==> src/rtl/program_counter.sv <==
// Fetch-stage program counter: registers the upstream-selected next address,
// tracks the previous PC and flags misaligned targets. Optional hold via PC_STALL_EN.
module program_counter #(
  parameter int unsigned     WIDTH        = 32,
  parameter logic [WIDTH-1:0] RESET_VECTOR = WIDTH'(32'h0000_0000)
) (
  input  logic             clk,
  input  logic             reset,
`ifdef PC_STALL_EN
  input  logic             stall,
`endif
  input  logic [WIDTH-1:0] pc_next,
  output logic [WIDTH-1:0] pc_out,
  output logic [WIDTH-1:0] pc_prev,
  output logic             misalign
);

  localparam int unsigned ALIGN_W = 2;

  logic [WIDTH-1:0] pc_out_q,  pc_out_d;
  logic [WIDTH-1:0] pc_prev_q, pc_prev_d;
  logic             misalign_q, misalign_d;
  logic             update;

`ifdef PC_STALL_EN
  assign update = ~stall;
`else
  assign update = 1'b1;
`endif

  // Next-state: capture aligned target, shift old PC into pc_prev, flag low bits
  always_comb begin
    pc_out_d   = pc_out_q;
    pc_prev_d  = pc_prev_q;
    misalign_d = misalign_q;
    if (update) begin
      pc_prev_d  = pc_out_q;
      pc_out_d   = {pc_next[WIDTH-1:ALIGN_W], ALIGN_W'(0)};
      misalign_d = |pc_next[ALIGN_W-1:0];
    end
  end

  always_ff @(posedge clk or negedge reset) begin
    if (!reset) begin
      pc_out_q   <= RESET_VECTOR;
      pc_prev_q  <= RESET_VECTOR;
      misalign_q <= 1'b0;
    end else begin
      pc_out_q   <= pc_out_d;
      pc_prev_q  <= pc_prev_d;
      misalign_q <= misalign_d;
    end
  end

  assign pc_out   = pc_out_q;
  assign pc_prev  = pc_prev_q;
  assign misalign = misalign_q;

endmodule

==> config.mk <==
export PLATFORM = sky130hd
export DESIGN_NAME = program_counter
export DESIGN_NICKNAME = d
export VERILOG_FILES = /design/src/rtl/program_counter.sv
export SDC_FILE = /design/constraint.sdc
export NUM_CORES = 1
export LEC_CHECK = 0
export BUFFER_PORTS_ARGS = -buffer_cell sky130_fd_sc_hd__buf_2
export CAP_MARGIN = 40
export CORE_MARGIN = 4
export CORE_UTILIZATION = 40
export CTS_CLUSTER_DIAMETER = 150
export DETAILED_ROUTE_END_ITERATION = 10
export GPL_TIMING_DRIVEN = 0
export PLACE_DENSITY_LB_ADDON = 0.1
export SLEW_MARGIN = 30
export SYNTH_ARGS = -nofsm -noshare
export SYNTH_HDL_FRONTEND = slang
export SYNTH_SLANG_ARGS = --single-unit
==> constraint.sdc <==
create_clock -name clk -period 0.8 [get_ports clk]
set_clock_uncertainty 0.15 [all_clocks]
set_input_delay 0.12 -clock clk [delete_from_list [all_inputs] [get_ports clk]]
set_output_delay 0.12 -clock clk [all_outputs]
set_load 0.05 [all_outputs]
==> summary.md, run 1 <==
| Metric | Value |
|---|---|
| Run status | finished, violations left |
| Violated checks | hold timing, setup timing |
| Synth Area in Adders | 0% |
| Initial antenna violation count | 0 |
| DR WL/cell | 14.9 um |
| Compound-cell area share of the yosys netlist | 0% |
| Vias in the first global route | 1221 |
| Net Switching | 1.89 mW |
| Leak | roughly 1.4 nW |
| R2R setup slack | -120 ps |
| Fillcell total | about 190 |
| CP Capture Point | pc_out[6] |
| Largest net degree at the start of global routing | 62 |
| Comb pwr share | about 19% |
| Worst-Margin Slew | 712 ps |
| Multi-input gate area | about 21 um^2 |
| Worst Setup SP | pc_out[6]$_DFF_PN0_ |
| Sequential area share after synthesis | between 90% and 100% |
| FMAX | around 0.86 GHz |
| WP buf/inv | 1 |
| Clock Power Share | between 30% and 40% |
| CP Capture Type | output pin |
| Share of post-route cells with drive strength above 1 | ~83% |
| Crit path depth | 1 |
| Routability cong. | around 0.73 |
| Final period util | 146% |
| Die width | 70.6 um |
| Std-Cell Rows | 22 |
| Pint | a little under 5 mW |
| Critical Path AT | roughly 900 ps |
| Sum Neg Setup Slack | -20800 ps |
| Buffers on Ports | 94 |
| Setup repair after global routing missed its margin | yes |
| Mapped Area | about 1600 um^2 |
| Worst path max stage delay | 430 ps |
| I/O Pins | roughly 100 |
| DIE AREA | 4980 um^2 |
| Die Y-Extent | 70.6 um |
| Avg Cell Area, Syn | ~23 um^2 |
| Slew HR | 52.6% |
| RR Endpoint | pc_prev[6]$_DFF_PN0_ |
| WL final | a little under 4000 um |
| Synth warn | 0 |
| Largest family of logic cells by synthesized area | buffers and inverters |
| Reg power frac | about 50% |
| Final Util | between 80% and 90% |
| Clock Sinks | 61 |
| Global-route wire length before repair | between 6000 and 7000 um |
| CTS Hold Buffers Added | 30 |
| Placed Cells | 212 |
| CP delay by family, top | flip-flops |
| CTS H-tree depth | 3 |
| DRT antenna net count | 0 |
| Mux cell area share after synthesis | 0% |
| Hold Worst Slack | -295 ps |
| Slew Viols, Final | 0 |
| Peak VDD IR | about 2.1 mV |
| # DRC | 0 |
| Gr ovfl total | 0 |
| Non-filler cells, final | 264 |
| Fin crit period | 1170 ps |
| Synth Area in Simple Gates | less than 1% |
| CP required | between 500 and 600 ps |
| Switching part of the total power | between 20% and 30% |
| Kind of critical path | reg -> out |
| Initial DRC count | 39 |
| Drt via density | roughly 4 |
| Initial Util | ~42% |
| CTS root buffer | clkbuf_8 |
| Highest net fanout along the worst path | 2 |
| Total GRT Usage | between 10% and 20% |
| Placement Setup Slack | -120 ps |
| Max-cap check violation count | 0 |
| Yosys cell types | 4 |
| Crit-path slowest cell | dfrtp_2 |
| CTS tree | yes |
| FF/Latch Area | approximately 1600 um^2 |
| Detailed placer's ending HPWL | 2150 um |
| Ant diodes | 0 |
| Hold crit path type | in -> async |
| CORE AREA | about 3700 um^2 |
| Mapped Cells | 67 |
| NumNets Final | 247 |
| P&R area growth vs syn | 98.5% |
| Worst-path cell chain | buf_8 |
| R2R cell count | 2 |
| Post-synthesis register bit count | between 60 and 70 |
| CP Launch Type | flop |
| Worst reg2reg startpoint | pc_out[6]$_DFF_PN0_ |
| Num CTS Buffers | 9 |
| First-pass iteration count of the detailed router | 2 |
| Synth Area in XOR/XNOR | 0% |
| Setup-failing EPs final | between 60 and 70 |
| Clock Pin Slew Worst Setup and Hold Paths | 60 ps |
| Final hold violation count | just over 60 |
| Via count | between 1000 and 1500 |
| Final WS setup | -369 ps |
| Clk buf depth | 2 |
| Power Density | between 2000 and 2500 nW/um^2 |
| Worst-Skew Late Latency | ~310 ps |
==> logic make-up after synthesis <==
family,Yosys count
flops,61
simple gates,1
other cells,1
buf+inv,4
==> power groups by stage <==
stage | logic (mW) | registers (mW) | clock network [mW]
2_1_floorplan | 0.0575 | 3.96 | 0
4_1_cts | 1.27 | 3.37 | 2.14
3_5_place_dp | 0.941 | 3.38 | 0
6_report | 1.30 | 3.37 | 2.07
5_1_grt | 1.35 | 3.39 | 2.33
3_3_place_gp | 0.937 | 3.37 | 0
==> stage by stage <==
step	cell area (um^2)	power, mW
2_1_floorplan	1650	4.02
3_3_place_gp	2180	4.30
3_5_place_dp	2190	4.32
4_1_cts	3060	6.78
5_1_grt	3110	7.07
6_report	3110	6.74
==> area by class of cell <==
class,instances,share of cell area [%]
timing repair buffer,132,40.2
clock buffer,11,4.23
multi-input combinational,5,0.684
clock inverter,3,0.483
buffer,4,0.966
sequential,61,51.5
tap,48,1.93
==> layout by cell type, fill, tap and decap left out, drive strengths merged <==
cell	n
or2	1
clkinv	3
dlygate4sd3	30
conb	4
clkbuf	11
dfrtp	61
buf	106
==> routing by layer <==
layer | vias to the layer above | GRT usage [%] | share of wire (%)
met5 | - | 0 | 0
met3 | 4 | 8.81 | 9.6
li1 | 487 | - | -
met4 | 0 | 6.26 | 0.81
met2 | 59 | 30.7 | 57
met1 | 524 | 17.7 | 32
==> how the worst min path moves through the flow <==
stage	slack, ps	startpoint	cells past startpoint	end
2_1_floorplan	-330	reset	0	misalign$_DFF_PN0_
3_3_place_gp	80	pc_next[5]	1	pc_out[5]$_DFF_PN0_
3_5_place_dp	80	reset	1	pc_prev[14]$_DFF_PN0_
4_1_cts	-280	reset	1	pc_prev[29]$_DFF_PN0_
5_1_grt	-250	reset	1	pc_out[25]$_DFF_PN0_
6_report	-290	reset	1	pc_out[25]$_DFF_PN0_
==> synthesized netlist by cell type, drive strengths merged <==
cell type | number | area share, %
conb | 1 | 0.24
buf | 4 | 1.9
or2 | 1 | 0.40
dfrtp | 61 | 97
==> state kept, by name, summed over array words and instances (netlist names) <==
| signal | count |
|---|---|
| pc_out | 30 |
| pc_prev | 30 |
| misalign | 1 |
==> what timing repair did <==
item,CTS,global route
resized for setup,126,5
endpoints found under the hold margin,92,62
setup endpoints to repair,61,65
buffers inserted,4,4
Note: power is estimated with default switching activity, not from simulation.
==> run 2, diff against run 1 <==
- GPL_TIMING_DRIVEN: 0 -> 1
- SETUP_SLACK_MARGIN: unset -> 0.15
==> summary.md, run 2 (synthesis results as in run 1) <==
| Metric | Value |
|---|---|
| Run status | finished, violations left |
| Violated checks | hold timing, setup timing |
| DIE AREA | 4980 um^2 (unchanged) |
| Clk buf depth | 2 (unchanged) |
| Power Total | 6.94 mW (+2.9%) |
| Num CTS Buffers | 9 (unchanged) |
| CP delay by family, top | flip-flops |
| Final hold violation count | 92 (+48%) |
| Leak | 1.34 nW (-6.6%) |
| CORE AREA | 3720 um^2 (unchanged) |
| P&R area growth vs syn | 84.7% |
| WL final | 3650 um (-7.2%) |
| Hold Worst Slack | -354 ps (-58.6 ps) |
| Die width | 70.6 um (unchanged) |
| DRT antenna net count | 0 (unchanged) |
| Highest net fanout along the worst path | 2 (unchanged) |
| Crit-path slowest cell | dfrtp_2 |
| DR WL/cell | 15.5 um (+4.3%) |
| Drt via density | 4.16 (+2.3%) |
| Most frequent cells in the layout | buf_6 (62), dfrtp_2 (61), buf_2 (33) |
| Final period util | 146% (about the same) |
| Die Y-Extent | 70.6 um (unchanged) |
| Worst-path cell chain | buf_8 |
| Ant diodes | 0 (unchanged) |
| Worst path max stage delay | 420 ps (about the same) |
| CP Capture Type | output pin |
| Fin crit period | 1170 ps (-0.982 ps) |
| Routability cong. | 0.722 (-0.89%) |
| Kind of critical path | reg -> out |
| Detailed placer's ending HPWL | 2400 um (+12%) |
| Worst-Skew Late Latency | 320 ps (about the same) |
| Critical Path AT | 900 ps (about the same) |
| Setup-failing EPs final | 64 (+3.2%) |
| Slew Viols, Final | 0 (unchanged) |
| CP Capture Point | pc_out[2] |
| Initial antenna violation count | 0 (unchanged) |
| RR Endpoint | pc_prev[27]$_DFF_PN0_ |
| Gr ovfl total | 0 (unchanged) |
| CTS root buffer | clkbuf_8 |
| Clock Sinks | 61 (unchanged) |
| Sum Neg Setup Slack | -21170 ps (-370 ps) |
| First-pass iteration count of the detailed router | 4 (+2) |
| Via count | 978 (-8.9%) |
| Fillcell total | 226 (+21%) |
| R2R setup slack | -100 ps (+20 ps) |
| Total GRT Usage | 16.2% (-1.2 points) |
| Buffers on Ports | 94 (unchanged) |
| Worst Setup SP | pc_out[2]$_DFF_PN0_ |
| CP required | 530 ps (about the same) |
| CTS H-tree depth | 3 (unchanged) |
| Vias in the first global route | 1049 (-14%) |
| CTS tree | yes |
| Initial Util | 42.2% (unchanged) |
| Commonest non-fill, non-tap cell in the layout | buf_6 |
| NumNets Final | 217 (-12%) |
| Non-filler cells, final | 235 (-11%) |
| R2R cell count | 2 (unchanged) |
| Power Density | 2400 nW/um^2 (+11%) |
| # DRC | 0 (unchanged) |
| Peak VDD IR | 1.48 mV (-30%) |
| WP buf/inv | 1 (unchanged) |
| Hold crit path type | in -> async |
| I/O Pins | 99 (unchanged) |
| Share of post-route cells with drive strength above 1 | 96.3% (+13 points) |
| Initial DRC count | 23 (-41%) |
| Final WS setup | -368 ps (+0.982 ps) |
| Std-Cell Rows | 22 (unchanged) |
| Worst reg2reg startpoint | pc_out[27]$_DFF_PN0_ |
| Crit path depth | 1 (unchanged) |
| Clock Pin Slew Worst Setup and Hold Paths | 60 ps (about the same) |
| Multi-input gate area | 21.3 um^2 (unchanged) |
| FF/Latch Area | 1600 um^2 (unchanged) |
| Setup repair after global routing missed its margin | yes |
| Largest net degree at the start of global routing | 33 (-47%) |
| CP Launch Type | flop |
| Global-route wire length before repair | 5660 um (-10%) |
| Max-cap check violation count | 0 (unchanged) |
| Placed Cells | 210 (-0.94%) |
| FMAX | 0.856 GHz (about the same) |
==> run 2: changes by cell type in the layout (fill, tap and decap cells not counted) <==
| cell | previous run | this run |
|---|---|---|
| clkinv_2 | 3 | 1 |
| buf_8 | 5 | 8 |
| buf_12 | 0 | 2 |
| buf_4 | 9 | 1 |
| buf_2 | 32 | 33 |
| dlygate4sd3_1 | 30 | 0 |
| buf_6 | 60 | 62 |
| clkbuf_8 | 9 | 12 |
==> run 2: metal layers <==
layer | global-route usage, % | vias to the layer above | share of wire, %
li1 | - | 428 | -
met1 | 16.0 | 478 | 31
met4 | 9.39 | 0 | 2.2
met5 | 0 | - | 0
met3 | 8.10 | 9 | 9.9
met2 | 27.4 | 63 | 56
==> run 2: final cells by class <==
class / count / share of cell area (%)
Timing Repair Buffer: 106 / 35.6
Clock inverter: 1 / 0.173
Sequential cell: 61 / 55.4
Clock buffer: 14 / 5.97
Tap cell: 48 / 2.08
Multi-Input combinational cell: 5 / 0.735
==> run 2: timing repair <==
action | in CTS | in global routing
endpoints found under the setup margin | 91 | 91
endpoints found under the hold margin | 92 | 92
buffers inserted | 6 | 4
gates resized for setup | 128 | 11
==> run 2: stage by stage <==
stage	setup WS, ps	instance area, um^2	util [%]
after detailed placement	-70.3	2190	59.1
after global routing	-416	2890	77.8
after global placement	-79.5	2190	59.1
final	-368	2890	77.8
after CTS	-376	2820	75.9
after floorplan	-8.75	1650	-
==> run 2: how the worst min path moves through the flow <==
stage | from | to | slack [ps] | cells after the start
finish | reset | pc_out[25]$_DFF_PN0_ | -350 | 2
global route | reset | pc_prev[29]$_DFF_PN0_ | -360 | 2
CTS | reset | pc_prev[29]$_DFF_PN0_ | -370 | 2
detailed placement | reset | pc_prev[14]$_DFF_PN0_ | -20 | 2
global placement | reset | pc_prev[14]$_DFF_PN0_ | -30 | 2
floorplan | reset | misalign$_DFF_PN0_ | -330 | 0
==> run 2: power by group <==
| part | internal, mW | switching [mW] |
|---|---|---|
| logic | 0.437 | 0.773 |
| registers | 3.27 | 0.104 |
| clock network | 1.36 | 0.995 |
